===== src/rtl/fpu_pkg.sv =====
// Shared FP32 add-pipeline definitions: widths, IEEE flag bit positions, canonical qNaN, pipe latency.
package fpu_pkg;

  localparam int FP_W   = 32;
  localparam int FLAG_W = 5;

  localparam int FLG_INVALID   = 4;
  localparam int FLG_DIV_ZERO  = 3;
  localparam int FLG_OVERFLOW  = 2;
  localparam int FLG_UNDERFLOW = 1;
  localparam int FLG_INEXACT   = 0;

  localparam logic [FP_W-1:0] FP32_QNAN = 32'h7FC0_0000;

  localparam int FPU_ADD_LATENCY = 3;

  typedef logic [FP_W-1:0]   fp32_t;
  typedef logic [FLAG_W-1:0] fpu_flags_t;

endpackage


===== src/rtl/fpu_rsp_fifo.sv =====
// Show-ahead FIFO with registered head outputs; push-to-head latency 1 cycle.
// Push and pop may coincide in any state; a push into a full FIFO is dropped unless a pop frees the slot.
module fpu_rsp_fifo #(
  parameter  int WIDTH = 8,
  parameter  int DEPTH = 4,
  localparam int PTR_W = $clog2(DEPTH),
  localparam int CNT_W = $clog2(DEPTH + 1)
) (
  input  logic             clk,
  input  logic             rst,
  input  logic             i_push_vld,
  input  logic [WIDTH-1:0] i_push_dat,
  input  logic             i_pop,
  output logic             o_head_vld,
  output logic [WIDTH-1:0] o_head_dat,
  output logic [CNT_W-1:0] o_count
);

  logic [WIDTH-1:0] r_mem [DEPTH];
  logic [PTR_W-1:0] r_rd_ptr;
  logic [PTR_W-1:0] r_wr_ptr;
  logic [CNT_W-1:0] r_count;
  logic             r_head_vld;
  logic [WIDTH-1:0] r_head_dat;

  logic             w_pop;
  logic             w_push;
  logic [PTR_W-1:0] w_rd_nxt;
  logic [CNT_W-1:0] w_cnt_left;
  logic [CNT_W-1:0] w_cnt_nxt;

  always_comb begin
    w_pop      = i_pop && r_head_vld;
    w_push     = i_push_vld && ((r_count != CNT_W'(DEPTH)) || w_pop);
    w_rd_nxt   = w_pop ? r_rd_ptr + PTR_W'(1) : r_rd_ptr;
    w_cnt_left = r_count - CNT_W'(w_pop);
    w_cnt_nxt  = w_cnt_left + CNT_W'(w_push);
  end

  always_ff @(posedge clk) begin
    if (w_push) begin
      r_mem[r_wr_ptr] <= i_push_dat;
    end
  end

  always_ff @(posedge clk) begin
    if (!rst) begin
      r_rd_ptr   <= '0;
      r_wr_ptr   <= '0;
      r_count    <= '0;
      r_head_vld <= 1'b0;
      r_head_dat <= '0;
    end else begin
      if (w_push) begin
        r_wr_ptr <= r_wr_ptr + PTR_W'(1);
      end
      r_rd_ptr   <= w_rd_nxt;
      r_count    <= w_cnt_nxt;
      r_head_vld <= (w_cnt_nxt != '0);
      // With nothing left after the pop the incoming entry bypasses memory straight to the head.
      if (w_cnt_left == '0) begin
        if (w_push) begin
          r_head_dat <= i_push_dat;
        end
      end else begin
        r_head_dat <= r_mem[w_rd_nxt];
      end
    end
  end

  assign o_head_vld = r_head_vld;
  assign o_head_dat = r_head_dat;
  assign o_count    = r_count;

endmodule


===== src/rtl/fpu_issue_ctrl.sv =====
// Issues tagged FP32 add requests to a fixed-latency FPU and collects results into a credit-protected FIFO.
// Accept-to-response latency LATENCY+2 cycles; req_ready drops once in-flight plus buffered ops reach DEPTH.
module fpu_issue_ctrl
  import fpu_pkg::*;
#(
  parameter int LATENCY = FPU_ADD_LATENCY,
  parameter int DEPTH   = 4,
  parameter int TAG_W   = 4
) (
  input  logic              clk,
  input  logic              rst,
  input  logic              req_valid,
  output logic              req_ready,
  input  logic [FP_W-1:0]   req_a,
  input  logic [FP_W-1:0]   req_b,
  input  logic [TAG_W-1:0]  req_tag,
  output logic              fpu_start,
  output logic [FP_W-1:0]   fpu_a,
  output logic [FP_W-1:0]   fpu_b,
  input  logic              fpu_valid,
  input  logic [FP_W-1:0]   fpu_result,
  input  logic [FLAG_W-1:0] fpu_flags,
  output logic              rsp_valid,
  input  logic              rsp_ready,
  output logic [FP_W-1:0]   rsp_result,
  output logic [FLAG_W-1:0] rsp_flags,
  output logic [TAG_W-1:0]  rsp_tag,
  input  logic              clear_flags,
  output logic [FLAG_W-1:0] acc_flags,
  output logic              protocol_err,
  output logic              busy
);

  localparam int CNT_W = $clog2(DEPTH + 1);
  localparam logic [CNT_W:0] DEPTH_CREDIT = (CNT_W + 1)'(DEPTH);

  typedef struct packed {
    logic [FP_W-1:0]   result;
    logic [FLAG_W-1:0] flags;
    logic [TAG_W-1:0]  tag;
  } rsp_ent_t;

  logic                r_start;
  logic [FP_W-1:0]     r_a;
  logic [FP_W-1:0]     r_b;
  logic [TAG_W-1:0]    r_tag;
  logic [LATENCY-1:0]  r_slot_vld;
  logic [TAG_W-1:0]    r_slot_tag [LATENCY];
  logic [CNT_W-1:0]    r_inflight;
  logic [FLAG_W-1:0]   r_acc;
  logic                r_err;

  logic                w_accept;
  logic                w_expected;
  logic                w_capture;
  logic [CNT_W-1:0]    w_count;
  rsp_ent_t            w_push_ent;
  rsp_ent_t            w_head_ent;

  // Credit is derived from registers only, so a pop frees a slot starting the following cycle.
  assign req_ready  = ({1'b0, r_inflight} + {1'b0, w_count}) < DEPTH_CREDIT;
  assign w_accept   = req_valid && req_ready;
  assign w_expected = r_slot_vld[LATENCY-1];
  assign w_capture  = fpu_valid && w_expected;
  assign w_push_ent = '{result: fpu_result, flags: fpu_flags, tag: r_slot_tag[LATENCY-1]};

  always_ff @(posedge clk) begin
    if (!rst) begin
      r_start    <= 1'b0;
      r_a        <= '0;
      r_b        <= '0;
      r_tag      <= '0;
      r_slot_vld <= '0;
      for (int i = 0; i < LATENCY; i++) begin
        r_slot_tag[i] <= '0;
      end
      r_inflight <= '0;
      r_acc      <= '0;
      r_err      <= 1'b0;
    end else begin
      r_start <= w_accept;
      if (w_accept) begin
        r_a   <= req_a;
        r_b   <= req_b;
        r_tag <= req_tag;
      end
      // Slot k holds the op started k+1 cycles ago; the last slot lines up with the FPU strobe.
      r_slot_vld[0] <= r_start;
      r_slot_tag[0] <= r_tag;
      for (int i = 1; i < LATENCY; i++) begin
        r_slot_vld[i] <= r_slot_vld[i-1];
        r_slot_tag[i] <= r_slot_tag[i-1];
      end
      r_inflight <= r_inflight + CNT_W'(w_accept) - CNT_W'(w_expected);
      r_acc      <= (clear_flags ? '0 : r_acc) | (w_capture ? fpu_flags : '0);
      if (fpu_valid != w_expected) begin
        r_err <= 1'b1;
      end
    end
  end

  fpu_rsp_fifo #(
    .WIDTH ($bits(rsp_ent_t)),
    .DEPTH (DEPTH)
  ) u_rsp_fifo (
    .clk        (clk),
    .rst        (rst),
    .i_push_vld (w_capture),
    .i_push_dat (w_push_ent),
    .i_pop      (rsp_ready),
    .o_head_vld (rsp_valid),
    .o_head_dat (w_head_ent),
    .o_count    (w_count)
  );

  assign fpu_start    = r_start;
  assign fpu_a        = r_a;
  assign fpu_b        = r_b;
  assign rsp_result   = w_head_ent.result;
  assign rsp_flags    = w_head_ent.flags;
  assign rsp_tag      = w_head_ent.tag;
  assign acc_flags    = r_acc;
  assign protocol_err = r_err;
  assign busy         = (r_inflight != '0) || (w_count != '0);

endmodule


===== config.mk =====
export PLATFORM = sky130hd
export DESIGN_NAME = fpu_issue_ctrl
export DESIGN_NICKNAME = d
export VERILOG_FILES = /design/src/rtl/fpu_pkg.sv /design/src/rtl/fpu_rsp_fifo.sv /design/src/rtl/fpu_issue_ctrl.sv
export SDC_FILE = /design/constraint.sdc
export NUM_CORES = 1
export LEC_CHECK = 0
export CORE_ASPECT_RATIO = 1.4
export CORE_UTILIZATION = 53
export DETAILED_ROUTE_END_ITERATION = 10
export PLACE_DENSITY = 0.8
export SLEW_MARGIN = 25
export SYNTH_ARGS = -nofsm -noshare
export SYNTH_HDL_FRONTEND = slang
export SYNTH_SLANG_ARGS = --single-unit

===== constraint.sdc =====
create_clock -name clk -period 3.29 [get_ports clk]
set_input_delay 0.658 -clock clk [delete_from_list [all_inputs] [get_ports clk]]
set_output_delay 0.658 -clock clk [all_outputs]
set_load 0.05 [all_outputs]

---- Word level (Yosys, flattened, before mapping) ----
Memories as Yosys holds them, arrays and structs flattened.
Index checks and enable logic that the tools add are counted.
word-level totals
  register bits ........................... 130
  bits in writable memories ............... 176
  input port bits ......................... 111
  word-level logic and storage cells ...... 52
  output and inout bits ................... 115
  memories ................................ 2
cells by class
  add/sub/neg operators ................... 7
  magnitude comparators ................... 1
  bitwise logic cells ..................... 4
  reductions and logical operators ........ 10
  muxes and demuxes ....................... 12
  eq/ne operators ......................... 3
memory list
  name              depth  width  rd ports  clocked after memory_dff  wr ports  RTL line              source
  u_rsp_fifo.r_mem  4      41     1         0                         1         fpu_rsp_fifo.sv:19    logic [WIDTH-1:0] r_mem [DEPTH];
  r_slot_tag        3      4      3         0                         3         fpu_issue_ctrl.sv:48  logic [TAG_W-1:0] r_slot_tag [LATENCY];
operator list
  cell                                                   number
  two-way mux 41 bit                                     2
  two-way mux 4 bit                                      3
  two-way mux 5 bit                                      2
  nonzero test 3 bit                                     3
  adder 3 x 1 -> 3 bit                                   2
  subtractor 3 x 1 -> 3 bit                              2
  bitwise OR 5 bit                                       1
  adder 2 x 1 -> 2 bit, second input constant            2
  adder 3 x 3 -> 4 bit                                   1
  logical AND 1 bit                                      4
  < comparator 4 x 3 -> 1 bit, second input constant     1
  two-way mux 1 bit                                      4
  logical NOT 3 bit                                      1
  inequality test 3 bit, second input constant           1
  bitwise OR 1 bit                                       3
  logical OR 1 bit                                       2
  two-way mux 2 bit                                      1
  inequality test 2 x 1 -> 1 bit, second input constant  1
  inequality test 1 bit                                  1

---- Depth between registers and ports, before layout ----
Gate-level depths: netlist of run 1.
  depth in word-level cells ............... 5
  gate-level depth with buffers ........... 12
  gate-level depth less buffers ........... 11

---- Modules after synthesis ----
From an unflattened synthesis of run 1, not the netlist that was laid out.
second synthesis, totals
  cell total of the unflattened synthesis .. 1,095
  area, all modules ....................... 13,181.4 um2
modules (own cells, without submodules)
  module          area an instance (um2)  seq. area each (um2)  instances  cells an instance
  fpu_rsp_fifo    9,551.7                 5,905.7               1          724
  fpu_issue_ctrl  3,629.7                 1,861.8               1          371

---- Worst setup path after synthesis of run 1 ----
No wires, ideal clock.
  path type ............................... flip-flop to flip-flop
  from .................................... register u_rsp_fifo.r_head_vld (netlist: u_rsp_fifo.o_head_vld)
  to ...................................... memory u_rsp_fifo.r_mem[0][0] (netlist bit) (enable)
  required time ........................... 2,888 ps
  setup slack ............................. 494 ps
  period minus slack after synthesis ...... 2,796 ps
  cell stages (with the launch flop) ...... 8
  arrival ................................. 2,393 ps
  path through ............................ dfxtp_1 nand2_1 inv_2 o31ai_4 inv_2 buf_6 buf_6 and2_1
on the way
  word-level cells in the longest chain between the ends .. 5
RTL lines
  item                                     RTL line            source
  start, declared                          fpu_rsp_fifo.sv:23  logic r_head_vld;
  start signal, assigned                   fpu_rsp_fifo.sv:59  r_head_vld <= (w_cnt_nxt != '0);
  logical AND 1 bit                        fpu_rsp_fifo.sv:33  w_pop = i_pop && r_head_vld;
  logical OR 1 bit                         fpu_rsp_fifo.sv:34  w_push = i_push_vld && ((r_count != CNT_W'(DEPTH)) || w_pop);
  logical AND 1 bit                        fpu_rsp_fifo.sv:34
  via u_rsp_fifo.w_push                    fpu_rsp_fifo.sv:27  logic w_push;
  two-way mux 1 bit                        fpu_rsp_fifo.sv:41  if (w_push) begin
  two-way mux 1 bit (not written as such)  fpu_rsp_fifo.sv:42  r_mem[r_wr_ptr] <= i_push_dat;
  end, declared                            fpu_rsp_fifo.sv:19
The timed path passes the listed nets, and every way through them passes these cells.

---- Worst setup path in the final report of run 1 ----
  from .................................... register u_rsp_fifo.r_count[2] (netlist: u_rsp_fifo.o_count[2])
  to ...................................... output req_ready
on the way
  word-level cells in the longest chain between the ends .. 2
RTL lines
  item                         RTL line              source
  start, declared              fpu_rsp_fifo.sv:22    logic [CNT_W-1:0] r_count;
  start signal, assigned       fpu_rsp_fifo.sv:58    r_count <= w_cnt_nxt;
  adder 3 x 3 -> 4 bit         fpu_issue_ctrl.sv:61  assign req_ready = ({1'b0, r_inflight} + {1'b0, w_count}) < DEPTH_CREDIT;
  < comparator 4 x 3 -> 1 bit  fpu_issue_ctrl.sv:61
  end, declared                fpu_issue_ctrl.sv:13  output logic req_ready,
No other way between the ends.

==> results.sh, run 1 <==
export IMPL_status="finished clean"
export IMPL_cts_hold_buf=0
export IMPL_cts_resized=0
export IMPL_yosysTopAreaCell="edfxtp_1"
export IMPL_worstPathArrival_ps=2480
export IMPL_seq_area_frac_synth_pct=58.2
export IMPL_drive_above_1_share_pct=9.75
export IMPL_yosys_area_share_xor_xnor_pct=0.328
export IMPL_numPortBuffers=225
export IMPL_synth_top_family_by_area="compound AO/OA/AOI/OAI gates"
export IMPL_hold_viol=0
export IMPL_post_cts_buffers=0
export IMPL_drt_iter0_drc=796
export IMPL_finalMaxSlewViolations=0
export IMPL_drt_vias_per_instance=6.09
export IMPL_root_buffer="clkbuf_16"
export IMPL_fin_cells=1669
export IMPL_design_area_sq_um=16800
export IMPL_dieArea_sq_um=25800
export IMPL_drc_errors=0
export IMPL_synth_most_common_cell="edfxtp_1"
export IMPL_rows=68
export IMPL_grt_pass1_wl_um=54300
export IMPL_fin_nets=1457
export IMPL_syn_area_sq_um=13400
export IMPL_ys_dominant_reg_cell="edfxtp_1"
export IMPL_clk_latency_ps=540
export IMPL_maxSlewHeadroom_pct=42.9
export IMPL_synth_common_cells="164 x edfxtp_1, 142 x dfxtp_1, 134 x nand2_1"
export IMPL_synth_simple_area_share_pct=11.5
export IMPL_ios=226
export IMPL_max_vdd_ir_drop_mv=0.671
export IMPL_synthAdderAreaFrac_pct=1.37
export IMPL_nFillCells=1848
export IMPL_dpl_cell_count=1616
export IMPL_start_util_pct=54.1
export IMPL_setup_violations=0
export IMPL_p_per_area_nw_per_um2=803
export IMPL_grt_pass1_vias=10572
export IMPL_wirelength_um=34200
export IMPL_syn2layout_area_growth_pct=26.2
export IMPL_worst_setup_path_end_kind="primary output"
export IMPL_core_area_sq_um=24700
export IMPL_fin_crit_ps=3140
export IMPL_yosysWarnings=0
export IMPL_critPathKind="reg2out"
export IMPL_firstDrtPassIters=5
export IMPL_rsz0062_at_grt="false"
export IMPL_cts_tree="built"
export IMPL_worst_endpoint_required_ps=2630
export IMPL_globalRouteOverflowTotal=0
export IMPL_synthCells=1160
export IMPL_synth_area_per_cell_sq_um=11.5
export IMPL_grt_total_usage_pct=26.7
export IMPL_htree_levels=1
export IMPL_cap_violations=0
export IMPL_hpwlAfterDp_um=20500
export IMPL_clk_path_buf_depth=3
export IMPL_die_w_um=136
export IMPL_grt_max_degree=84
export IMPL_fin_crit_sh_pct=95.3
export IMPL_worstMarginPinSlew_ps=856
export IMPL_synth_edf_count=164
export IMPL_synthTopCellsByArea="edfxtp_1 37%, dfxtp_1 21%, nand2_1 3.8%"
export IMPL_antenna_found_initial=0
export IMPL_ys_seq_elements=306
export IMPL_crit_fanout=4
export IMPL_synth_async_sr_flop_share_pct=0
export IMPL_ys_types=44
export IMPL_post_dp_cell_area_sq_um=15800
export IMPL_fin_tns_setup_ps=0
export IMPL_die_h_um=190
export IMPL_leakage_nw=6.05
export IMPL_clkTransAtPathRegs_ps=60
export IMPL_synth_nets=1285
export IMPL_fin_skew_ps=12.7
export IMPL_synth_compound_area_share_pct=20.8
export IMPL_numCtsBuffers=29
export IMPL_muxShareOfSynthArea_pct=3.46
export IMPL_clock_fmax_mhz=319
export IMPL_hold_class="reg2reg"
export IMPL_routedWlPerCell_um=20.5
export IMPL_vias=10163
export IMPL_worst_setup_path_start_kind="register"
export IMPL_synth_top_area_share_pct=36.9
export IMPL_gp_congestion=0.778
export IMPL_ant_nets=0
export IMPL_diodes=0
export IMPL_numClockSinks=306
-- flip-flops by register name, summed over array words and instances (netlist names) --
register / cells
acc_flags: 5
fpu_a: 32
fpu_b: 32
fpu_start: 1
protocol_err: 1
r_inflight: 3
r_slot_tag: 12
r_slot_vld: 3
r_tag: 4
u_rsp_fifo.o_count: 3
u_rsp_fifo.o_head_dat: 41
u_rsp_fifo.o_head_vld: 1
u_rsp_fifo.r_mem: 164
u_rsp_fifo.r_rd_ptr: 2
u_rsp_fifo.r_wr_ptr: 2
-- per-stage QoR --
stage | power [mW] | worst slack (ps) | utilization [%] | hold WS (ps)
global route | 14.1 | 49.7 | 68.3 | 441
global placement | 9.91 | 531 | 64.2 | 415
finish | 13.5 | 155 | 68.3 | 431
CTS | 13.6 | 166 | 68.3 | 434
floorplan | 8.40 | 494 | - | 412
detailed placement | 10.0 | 411 | 64.2 | 420
-- area by class of cell --
class,count,area [sq um],area share [%]
flip-flops and latches,306,7780,46.2
multi-input cells,727,5030,29.9
repair buffers,254,2570,15.3
clock buffers,41,832,4.94
well taps,315,394,2.34
clock inverters,12,186,1.11
inverters,14,52.6,0.312
-- worst paths after layout --
| check | from | end | slack (ps) | cells after the start |
|---|---|---|---|---|
| worst max-delay path | u_rsp_fifo.o_count[2]$_SDFF_PN0_ | req_ready | 150 | 4 |
| worst min-delay path | r_slot_tag[0][6]$_SDFF_PN0_ | r_slot_tag[0][10]$_SDFF_PN0_ | 430 | 1 |
| worst max register to register | u_rsp_fifo.o_count[2]$_SDFF_PN0_ | r_inflight[2]$_SDFF_PN0_ | 810 | 11 |
| worst min register to register | r_slot_tag[0][6]$_SDFF_PN0_ | r_slot_tag[0][10]$_SDFF_PN0_ | 430 | 1 |
-- metal layers --
layer | global-route usage (%) | share of wire, % | up-vias
met5 | 0 | 0 | -
met4 | 11.4 | 3.1 | 0
met3 | 6.08 | 9.4 | 72
met2 | 46.4 | 50 | 508
met1 | 31.3 | 37 | 4900
li1 | - | - | 4683
-- worst max-delay path, stage by stage (launching register included) --
cell,delay [ps]
dfxtp_1,410
ha_1,270
nor3_1,270
and2_1,170
clkdlybuf4s50_1,820
-- cell families (layout without fill, tap and decap cells) --
logic type,count (synthesis),after routing
mux,41,41
fa+ha+maj,14,14
compound gates,368,368
xor+xnor,5,5
simple gates,299,299
buf+inv,127,321
flops,306,306
-- cell usage in the layout, fill, tap and decap left out, types with 23 or more instances in the layout --
master and n:
clkdlybuf4s50_1 223, edfxtp_1 164, dfxtp_1 139, nand2_1 133
a21boi_1 66, a22oi_1 46, o21ai_0 42, nand2b_1 40
nand4_1 40, a21oi_1 40, mux2_1 40, a221oi_1 40
a21o_1 40, o31ai_1 40, nor3_1 31, clkbuf_16 30
a211oi_2 28, and2_1 23
-- power breakdown --
part           leakage (nW)  internal [mW]  switching, mW
registers              2.65           4.45          0.327
logic                  2.91           1.83           3.37
clock network         0.499           2.15           1.40
total                  6.05           8.43           5.09
Power figures use the tool's default switching activity.
==> inputs of run 2 (changes only) <==
--- a/config.mk
+++ b/config.mk
@@ -8,2 +8,3 @@
 export CORE_ASPECT_RATIO = 1.4
+export CORE_MARGIN = 2
 export CORE_UTILIZATION = 53
--- a/constraint.sdc
+++ b/constraint.sdc
@@ -3,2 +3,2 @@
 set_output_delay 0.658 -clock clk [all_outputs]
-set_load 0.05 [all_outputs]
+set_load 0.1 [all_outputs]
==> run 2 against run 1 <==
Effect of this change: fmax increased by 24%; non-clock buffer count down 2; combinational power rose by 24%; clock skew is 4.3 ps lower; routed wire length increased by 1.1%; clock power decreased by 5%; largest cell class unchanged; largest power group unchanged.
==> results.sh, run 2 (synthesis gave the netlist of run 1 again) <==
export IMPL_max_vdd_ir_drop_mv=0.657
export IMPL_power_mw=14.6
export IMPL_vias=10258
export IMPL_crit_fanout=4
export IMPL_setup_violations=0
export IMPL_largest_reg_flops=164
export IMPL_p_seq_share_pct=32.7
export IMPL_nFillCells=1838
export IMPL_root_buffer="clkbuf_16"
export IMPL_antenna_found_initial=0
export IMPL_cts_tree="built"
export IMPL_crit_chain="ha_1, nor3_1, and2_1, buf_4"
export IMPL_hpwlAfterDp_um=20400
export IMPL_crit_buf_inv=1
export IMPL_cp_depth=4
export IMPL_firstDrtPassIters=5
export IMPL_cp_top_family="flip-flops"
export IMPL_numPortBuffers=225
export IMPL_worstPathArrival_ps=1870
export IMPL_status="finished clean"
export IMPL_final_common_cell="edfxtp_1"
export IMPL_critPathSlowestCell="dfxtp_1"
export IMPL_dieArea_sq_um=26500
export IMPL_clk_path_buf_depth=3
export IMPL_timing_final_ws_setup_ps=757
export IMPL_htree_levels=1
export IMPL_clkTransAtPathRegs_ps=60
export IMPL_finalMaxSlewViolations=0
export IMPL_cts_hold_buf=0
export IMPL_worst_setup_path_start_kind="register"
export IMPL_clkPwrFrac_pct=23.2
export IMPL_timing_rr_end="u_rsp_fifo.o_head_dat[36]$_SDFFE_PN0P_"
export IMPL_r2r_cells=8
export IMPL_endpoint="req_ready"
export IMPL_p_int_mw=8.06
export IMPL_drt_iter0_drc=686
export IMPL_post_dp_cell_area_sq_um=15600
export IMPL_cpPeakStageDelay_ps=410
export IMPL_switching_share_pct=44.7
export IMPL_drt_vias_per_instance=6.14
export IMPL_grt_total_usage_pct=25.1
export IMPL_core_area_sq_um=24700
export IMPL_hold_viol=0
export IMPL_cap_violations=0
export IMPL_multi_input_area_sq_um=5030
export IMPL_maxSlewHeadroom_pct=40.8
export IMPL_p_per_area_nw_per_um2=881
export IMPL_clk_latency_ps=550
export IMPL_fin_crit_ps=2530
export IMPL_top_register="u_rsp_fifo.r_mem"
export IMPL_diodes=0
export IMPL_design_area_sq_um=16500
export IMPL_syn2layout_area_growth_pct=23.8
export IMPL_seqCellArea_sq_um=7780
export IMPL_drive_above_1_share_pct=18.5
export IMPL_die_w_um=138
export IMPL_grt_pass1_wl_um=54000
export IMPL_gp_congestion=0.776
export IMPL_start_util_pct=54.1
export IMPL_fin_tns_setup_ps=0
export IMPL_leakage_nw=6.24
export IMPL_ios=226
export IMPL_fin_cells=1670
export IMPL_fin_nets=1456
export IMPL_critPathLaunch="u_rsp_fifo.o_count[2]$_SDFF_PN0_"
export IMPL_worst_endpoint_required_ps=2630
export IMPL_combinationalPowerShare_pct=44.1
export IMPL_fin_crit_sh_pct=77.0
export IMPL_numClockSinks=306
export IMPL_routedWlPerCell_um=20.7
export IMPL_p_sw_mw=6.51
export IMPL_crit_reg2reg_launch="u_rsp_fifo.o_count[0]$_SDFF_PN0_"
export IMPL_hold_class="reg2reg"
export IMPL_worstMarginPinSlew_ps=888
export IMPL_drc_errors=0
export IMPL_fin_skew_ps=8.40
export IMPL_critPathKind="reg2out"
export IMPL_dp_slack_ps=443
export IMPL_clock_fmax_mhz=395
export IMPL_rsz0062_at_grt="false"
export IMPL_grt_max_degree=91
export IMPL_dpl_cell_count=1614
export IMPL_ant_nets=0
export IMPL_wirelength_um=34600
export IMPL_cts_resized=0
export IMPL_die_h_um=192
export IMPL_rows=68
export IMPL_globalRouteOverflowTotal=0
export IMPL_reg2reg_slack_ps=870
export IMPL_numCtsBuffers=30
export IMPL_worst_setup_path_end_kind="primary output"
export IMPL_post_cts_buffers=0
export IMPL_grt_pass1_vias=10460
export IMPL_mostFrequentLayoutCells="164 x edfxtp_1, 139 x dfxtp_1, 133 x nand2_1"
run 2: changes by cell type in the layout (fill, tap and decap cells not counted), sizes merged:
cell	delta
clkinv	+9
bufinv	-4
clkbuf	-2
buf	+113
clkdlybuf4s50	-115
run 2: final cells by class:
| class | count | area share (%) |
|---|---|---|
| Clock inverter | 17 | 0.689 |
| Inverter | 14 | 0.318 |
| Timing Repair Buffer | 252 | 13.9 |
| Sequential cell | 306 | 47.0 |
| Multi-Input combinational cell | 727 | 30.4 |
| Clock buffer | 39 | 5.25 |
| Tap cell | 315 | 2.38 |
run 2: power groups by stage:
stage	sequential, mW	combinational, mW	clock [mW]
global route	4.82	6.77	3.58
finish	4.77	6.43	3.37
CTS	4.77	6.45	3.42
global placement	4.83	6.33	0
detailed placement	4.85	6.42	0
floorplan	7.18	2.57	0
run 2: layer usage:
layer	part of all wire [%]	track usage (%)	vias up	wire, um
met5	0	0	-	0
met4	2.6	9.85	0	887
met3	9.5	6.26	71	3290
met2	52	45.7	516	17900
met1	36	28.4	4984	12500
li1	-	-	4687	-
run 2: worst min-delay path by stage:
stage                                     start                            to  cells after the start
floorplan           r_slot_tag[0][6]$_SDFF_PN0_  r_slot_tag[0][10]$_SDFF_PN0_                      1
global placement    r_slot_tag[0][1]$_SDFF_PN0_   r_slot_tag[0][5]$_SDFF_PN0_                      1
detailed placement  r_slot_tag[0][5]$_SDFF_PN0_   r_slot_tag[0][9]$_SDFF_PN0_                      1
CTS                 r_slot_tag[0][5]$_SDFF_PN0_   r_slot_tag[0][9]$_SDFF_PN0_                      1
global route        r_slot_tag[0][3]$_SDFF_PN0_   r_slot_tag[0][7]$_SDFF_PN0_                      1
finish              r_slot_tag[0][5]$_SDFF_PN0_   r_slot_tag[0][9]$_SDFF_PN0_                      1
run 2: per-stage QoR:
| stage | util (%) | hold WS (ps) |
|---|---|---|
| after floorplan | - | 412 |
| after global placement | 63.0 | 414 |
| after detailed placement | 63.0 | 419 |
| after CTS | 67.0 | 434 |
| after global routing | 67.0 | 439 |
| final | 67.0 | 433 |
==> inputs of run 3 (changes only) <==
Clock period 3.29 ns to 2.58 ns, I/O delays scaled along.
==> run 3 against run 2 <==
Effect of this change: via count is 0.47% higher; non-clock buffer count grew 3; sequential share of layout area is 0.11 points lower; clock skew is 1.8 ps higher; worst setup slack worse by 550 ps; die area did not move; routed wire length rose by 0.12%; largest power group unchanged; highest routed layer unchanged; final cell count stayed put.
==> results.sh, run 3 (synthesis gave the netlist of run 1 again) <==
export IMPL_hpwlAfterDp_um=19800
export IMPL_drt_vias_per_instance=6.17
export IMPL_syn2layout_area_growth_pct=24.2
export IMPL_rows=68
export IMPL_multi_input_area_sq_um=5030
export IMPL_final_common_cell="edfxtp_1"
export IMPL_diodes=0
export IMPL_die_w_um=138
export IMPL_nFillCells=1810
export IMPL_cts_tree="built"
export IMPL_p_per_area_nw_per_um2=1130
export IMPL_post_cts_buffers=0
export IMPL_antenna_found_initial=0
export IMPL_vias=10306
export IMPL_reg2reg_slack_ps=210
export IMPL_numPortBuffers=225
export IMPL_hold_viol=0
export IMPL_fin_skew_ps=10.2
export IMPL_clk_path_buf_depth=3
export IMPL_max_vdd_ir_drop_mv=0.847
export IMPL_dieArea_sq_um=26500
export IMPL_critPathKind="reg2reg"
export IMPL_fin_crit_sh_pct=91.9
export IMPL_grt_pass1_wl_um=54400
export IMPL_wirelength_um=34600
export IMPL_hold_class="in2reg"
export IMPL_grt_max_degree=113
export IMPL_top_register="u_rsp_fifo.r_mem"
export IMPL_core_area_sq_um=24700
export IMPL_worstMarginPinSlew_ps=898
export IMPL_worst_setup_path_end_kind="register"
export IMPL_numCtsBuffers=29
export IMPL_clock_fmax_mhz=422
export IMPL_drc_errors=0
export IMPL_numClockSinks=306
export IMPL_globalRouteOverflowTotal=0
export IMPL_crit_reg2reg_launch="u_rsp_fifo.o_count[2]$_SDFF_PN0_"
export IMPL_firstDrtPassIters=8
export IMPL_worst_endpoint_required_ps=3020
export IMPL_cap_violations=0
export IMPL_die_h_um=192
export IMPL_worstPathArrival_ps=2810
export IMPL_status="finished clean"
export IMPL_fin_crit_ps=2370
export IMPL_mostFrequentLayoutCells="164 x edfxtp_1, 139 x dfxtp_1, 133 x nand2_1"
export IMPL_power_mw=18.7
export IMPL_root_buffer="clkbuf_16"
export IMPL_r2r_cells=11
export IMPL_whs_path_depth=2
export IMPL_leakage_nw=6.25
export IMPL_drive_above_1_share_pct=18.4
export IMPL_post_route_util_pct=67.2
export IMPL_grt_pass1_vias=10348
export IMPL_gp_congestion=0.774
export IMPL_htree_levels=1
export IMPL_drt_iter0_drc=720
export IMPL_timing_rr_end="r_inflight[2]$_SDFF_PN0_"
export IMPL_cts_resized=0
export IMPL_clkTransAtPathRegs_ps=60
export IMPL_fin_nets=1458
export IMPL_crit_fanout=4
export IMPL_finalMaxSlewViolations=0
export IMPL_seqCellArea_sq_um=7780
export IMPL_routedWlPerCell_um=20.7
export IMPL_ios=226
export IMPL_cts_hold_buf=0
export IMPL_setup_violations=0
export IMPL_clk_latency_ps=550
export IMPL_grt_total_usage_pct=25.3
export IMPL_holdPathEnd="u_rsp_fifo.o_head_vld$_SDFF_PN0_"
export IMPL_worst_setup_path_start_kind="register"
export IMPL_ant_nets=0
export IMPL_fin_tns_setup_ps=0
export IMPL_maxSlewHeadroom_pct=40.1
export IMPL_min_from="rst"
export IMPL_largest_reg_flops=164
export IMPL_start_util_pct=54.1
export IMPL_rsz0062_at_grt="false"
[run 3: layer usage]
metal / up-vias / GRT usage, % / wire length [um]
met5: - / 0 / 0
met4: 0 / 9.58 / 965
met3: 73 / 5.66 / 3370
met2: 535 / 45.4 / 17300
met1: 5004 / 29.7 / 13000
li1: 4694 / - / -
[run 3: worst max-delay path by stage]
| stage | from | end | slack, ps | depth (start not counted) |
|---|---|---|---|---|
| 4_1_cts | u_rsp_fifo.o_count[2]$_SDFF_PN0_ | r_inflight[2]$_SDFF_PN0_ | 180 | 11 |
| 2_1_floorplan | rsp_ready | u_rsp_fifo.o_head_dat[10]$_SDFFE_PN0P_ | 90 | 12 |
| 6_report | u_rsp_fifo.o_count[2]$_SDFF_PN0_ | r_inflight[2]$_SDFF_PN0_ | 210 | 11 |
| 5_1_grt | u_rsp_fifo.o_count[2]$_SDFF_PN0_ | r_inflight[2]$_SDFF_PN0_ | 7 | 11 |
| 3_5_place_dp | req_valid | r_inflight[2]$_SDFF_PN0_ | 140 | 10 |
| 3_3_place_gp | req_valid | r_inflight[2]$_SDFF_PN0_ | 170 | 10 |
[run 3: where the power goes]
part,internal [mW],switching [mW],leakage (nW)
clock,2.48,1.81,0.471
sequential,5.67,0.348,2.65
combinational,2.25,6.17,3.13
total,10.4,8.33,6.25
[run 3: cell type report]
| type | instances | area share (%) |
|---|---|---|
| clock buffer | 32 | 4.51 |
| clock inverter | 21 | 1.24 |
| inverter | 14 | 0.317 |
| multi-input combinational | 727 | 30.3 |
| sequential | 306 | 46.9 |
| tap | 315 | 2.38 |
| timing repair buffer | 255 | 14.3 |
[run 3: worst max-delay path, cell delays in order (launching register included)]
cell and delay (ps):
dfxtp_1 390, ha_1 250, nor3_1 220, and3_2 230
inv_2 40, ha_1 260, inv_1 50, ha_1 120
inv_1 50, fa_1 380, xnor2_1 130, and2_1 140
[run 3: per-stage QoR]
| stage | setup WS [ps] | instance area, sq um | std cells | hold slack (ps) |
|---|---|---|---|---|
| CTS | 178 | 16600 | 1670 | 419 |
| detailed placement | 137 | 15600 | 1617 | 419 |
| global placement | 169 | 15600 | 1617 | 415 |
| floorplan | 92.4 | 13400 | 1160 | 412 |
| global route | 6.87 | 16600 | 1670 | 440 |
| finish | 208 | 16600 | 1670 | 425 |
==> variant 1, RTL diff (config.mk and constraints of run 1) <==
Reset style: asynchronous (`rst`), changed in 2 clocked blocks.
--- a/src/rtl/fpu_rsp_fifo.sv
+++ b/src/rtl/fpu_rsp_fifo.sv
@@ -43,7 +43,7 @@
     end
   end
 
-  always_ff @(posedge clk) begin
+  always_ff @(posedge clk or negedge rst) begin
     if (!rst) begin
       r_rd_ptr   <= '0;
       r_wr_ptr   <= '0;
--- a/src/rtl/fpu_issue_ctrl.sv
+++ b/src/rtl/fpu_issue_ctrl.sv
@@ -64,7 +64,7 @@
   assign w_capture  = fpu_valid && w_expected;
   assign w_push_ent = '{result: fpu_result, flags: fpu_flags, tag: r_slot_tag[LATENCY-1]};
 
-  always_ff @(posedge clk) begin
+  always_ff @(posedge clk or negedge rst) begin
     if (!rst) begin
       r_start    <= 1'b0;
       r_a        <= '0;
Formal check against the unedited RTL: differs if rst is asserted again (counterexample within 4 cycles, from zero or initial values and one cycle with rst low); with rst held inactive, the same outputs for 10 cycles.
==> variant 1 against run 1 <==
Setup slack gained 0.31 ns; register-to-register slack is essentially flat; die area grew 2.0%; critical path depth shrank 1; sequential power grew 23%; power grew 30%; cell area grew 2.8%; sequential cell count is the same; routed wire length shrank 17%; clock skew grew 0.0037 ns; synthesized area grew 2.1%; critical path type unchanged; largest power group unchanged.
==> variant 1: results (changes against run 1) <==
* Status: complete, no violations (unchanged)
* Layout cell share with drive strength beyond 1 at 14.44% (was 9.749%)
* Async S/R FF share, synth at 46.41% (was 0%)
* Post-synth top cells: mux2i_1 (334), edfxtp_1 (164), dfrtp_1 (142) (was edfxtp_1 (164), dfxtp_1 (142), nand2_1 (134))
* Hold crit path type: in2async (was reg2reg)
* Die W at 137.5 microns (was 136.1 microns)
* GRT Util Overall at 22.48% (was 26.70%)
* Syn Area/Cell at 15.98 sq um (was 11.51 sq um)
* Clock Tree Buf Depth at 3 (unchanged)
* Top post-synthesis cells by area: edfxtp_1 (36%), dfrtp_1 (26%), mux2i_1 (25%) (was edfxtp_1 (37%), dfxtp_1 (21%), nand2_1 (3.8%))
* Worst reg-to-reg path cell count at 10 (was 11)
* CP max stage delay at 0.51 ns (was 0.82 ns)
* Setup Skew at 0.01637 ns (was 0.01270 ns)
* Post-synthesis net count at 978 (was 1285)
* Leakage at 0.006903 uW (was 0.006053 uW)
* Vias in the first global route at 8751 (was 10570)
* Clk Latency, worst-skew pair at 0.55 ns
* Crit path DAT at 2.17 ns (was 2.48 ns)
* First-pass GRT wire length at 45.40 mm (was 54.32 mm)
* Drt first pass iters at 4 (was 5)
* Register area share after synthesis at 62.22% (was 58.18%)
* Post-Place Cell Area at 16310 sq um (was 15830 sq um)
* Final Non-Filler Cells at 1427 (was 1669)
* Cell-internal power at 10580 uW (was 8428 uW)
* Largest net degree at the start of global routing at 79 (was 84)
* Critical Path Slowest Stage Cell: dlymetal6s2s_1 (was clkdlybuf4s50_1)
* Post-Place Worst Slack at 0.3771 ns (was 0.4107 ns)
* Worst-Margin Slew at 0.9040 ns (was 0.8563 ns)
* WL final at 28.39 mm (was 34.20 mm)
* DRT iter0 DRCs at 320 (was 796)
* Nets at 1210 (was 1457)
* GP Congestion at 0.7634 (was 0.7780)
* Number of inserted diodes at 0 (unchanged)
* Vias per cell at 5.587 (was 6.089)
==> variant 1: layout make-up <==
type	count	area, sq um
inverter	18	70.07
sequential	306	8483
tap	319	399.1
timing repair buffer	249	2536
fill	1773	7969
clock buffer	31	733.2
clock inverter	23	281.5
multi-input combinational	481	4823
==> variant 1: worst paths after layout <==
check | start | to | slack (ns)
worst max register to register | u_rsp_fifo.o_count[2] | r_inflight[2] | 0.81
min in group clk | r_slot_tag[11] | r_slot_tag[7] | 0.35
max in group asynchronous | rst | u_rsp_fifo.r_rd_ptr[0] | 2.43
worst min-delay path | rst | fpu_b[7] | 0.07
worst max-delay path | u_rsp_fifo.o_count[2] | req_ready | 0.47
worst min register to register | r_slot_tag[11] | r_slot_tag[7] | 0.35
==> variant 1: logic make-up (layout without fill, tap and decap cells) <==
| kind of cell | after synthesis | after routing | share of synthesized area [%] |
|---|---|---|---|
| AO/OA/AOI/OAI | 23 | 23 | 1.240 |
| XOR/XNOR | 6 | 6 | 0.3856 |
| adder cells (fa/ha/maj) | 14 | 14 | 1.341 |
| buffers and inverters | 66 | 321 | 2.580 |
| flip-flops | 306 | 306 | 62.22 |
| multiplexers | 407 | 407 | 30.98 |
| AND/OR/NAND/NOR | 31 | 31 | 1.258 |
==> variant 1: power groups by stage <==
stage          registers, uW  logic [uW]  clock network, uW
6_report                5860        8140               3530
3_5_place_dp            5920        8180                  0
3_3_place_gp            5880        8040                  0
4_1_cts                 5870        8220               3590
2_1_floorplan           7970        3660                  0
5_1_grt                 5980        8610               3740
==> variant 1: routing by layer <==
layer,routed length (microns),vias to the layer above,GRT usage [%]
met5,0,-,0
met4,787,0,7.650
met3,2059,52,5.806
met2,14780,241,40.26
met1,10760,4011,25.63
li1,-,3668,-
==> variant 2, RTL diff (flow settings as in run 1) <==
Made on the original files. The package constant `FPU_ADD_LATENCY` goes from 3 to 6.
--- a/src/rtl/fpu_pkg.sv
+++ b/src/rtl/fpu_pkg.sv
@@ -12,7 +12,7 @@
 
   localparam logic [FP_W-1:0] FP32_QNAN = 32'h7FC0_0000;
 
-  localparam int FPU_ADD_LATENCY = 3;
+  localparam int FPU_ADD_LATENCY = 6;
 
   typedef logic [FP_W-1:0]   fp32_t;
   typedef logic [FLAG_W-1:0] fpu_flags_t;
Formal check against the unedited RTL: not equivalent (a bounded check fails within 10 cycles, from zero or initial values and one cycle with rst low).
==> variant 2 against run 1 <==
The flow now finishes with violations (design-rule violations); non-clock buffer count unchanged; power increased by 3.1%; worst hold slack about the same; cell area increased by 2.9%; setup slack got worse by 0.012 ns; sequential cell count increased by 15; synthesized area increased by 3.6%; routed wire length increased by 0.88%; critical path type unchanged; largest cell class unchanged.
==> variant 2: results (changes against run 1) <==
* WHS at 0.4311 ns (was 0.4315 ns)
* Violated checks: design-rule violations
* Multi-input gate count at 742 (was 727)
* Worst slew margin at 42.74% (was 42.91%)
* Xor/xnor cell area share of the yosys netlist at 0.3709% (was 0.3280%)
* CP max stage delay at 0.84 ns (was 0.82 ns)
* Register area share after synthesis at 58.33% (was 58.18%)
* Vias per cell at 6.083 (was 6.089)
* Post-Place Worst Slack at 0.4255 ns (was 0.4107 ns)
* Status: complete, but fails checks (was complete, no violations)
* Layout cell share with drive strength beyond 1 at 11.18% (was 9.749%)
* Nets at 1488 (was 1457)
* Drt first pass iters at 8 (was 5)
* Hold path startpoint: r_slot_tag[0][18] (was r_slot_tag[0][6])
* TritonCTS buffer count at 30 (was 29)
* #FFs+latches synth at 321 (was 306)
* Largest net degree at the start of global routing at 88 (was 84)
* Clock-cell share of area at 5.732% (was 6.045%)
* Clkbuf count at 48 (was 41)
* Vias in the first global route at 10440 (was 10570)
* DRC Markers at 17 (was 0)
* Buffering overhead at 15.04% (was 15.28%)
* Top post-synthesis cells by area: edfxtp_1 (36%), dfxtp_1 (23%), nand2_1 (3.6%) (was edfxtp_1 (37%), dfxtp_1 (21%), nand2_1 (3.8%))
* Post-synthesis adder-cell area fraction at 1.321% (was 1.368%)
* # fillers at 1805 (was 1848)
* GRT Util Overall at 25.41% (was 26.70%)
* Multi-input combinational area share at 30.02% (was 29.86%)
* Total net switching power at 5366 uW (was 5093 uW)
* Part of the power in the clock network at 24.6% (was 26.2%)
* Post-synth top cells: edfxtp_1 (164), dfxtp_1 (157), nand2_1 (133) (was edfxtp_1 (164), dfxtp_1 (142), nand2_1 (134))
==> variant 2: changes by cell type in the layout (fill, tap and decap cells not counted), moves of 4 or more <==
cell / change
a21boi_1: -55
clkbuf_1: -4
clkbuf_8: +4
a211oi_2: +10
nor3_2: +4
and2_1: +15
bufinv_16: -5
a21boi_0: +55
nor3_1: -4
dfxtp_1: +15
a211oi_1: -10
clkbuf_2: +4
==> variant 2: metrics by stage <==
stage	instances	instance area (sq um)	total power [uW]
after floorplan	1192	13830	8845
after global placement	1649	16310	10410
after detailed placement	1649	16310	10550
after CTS	1705	17300	13970
after global routing	1706	17330	14550
final	1706	17330	13930
==> variant 2: layer usage <==
layer  share of wire [%]  vias up  global-route usage (%)
met5                   0        -                       0
li1                    -     4784                       -
met2                  50      497                   45.72
met3                 9.0       78                   6.273
met4                 2.8        0                   11.06
met1                  38     5018                   28.78
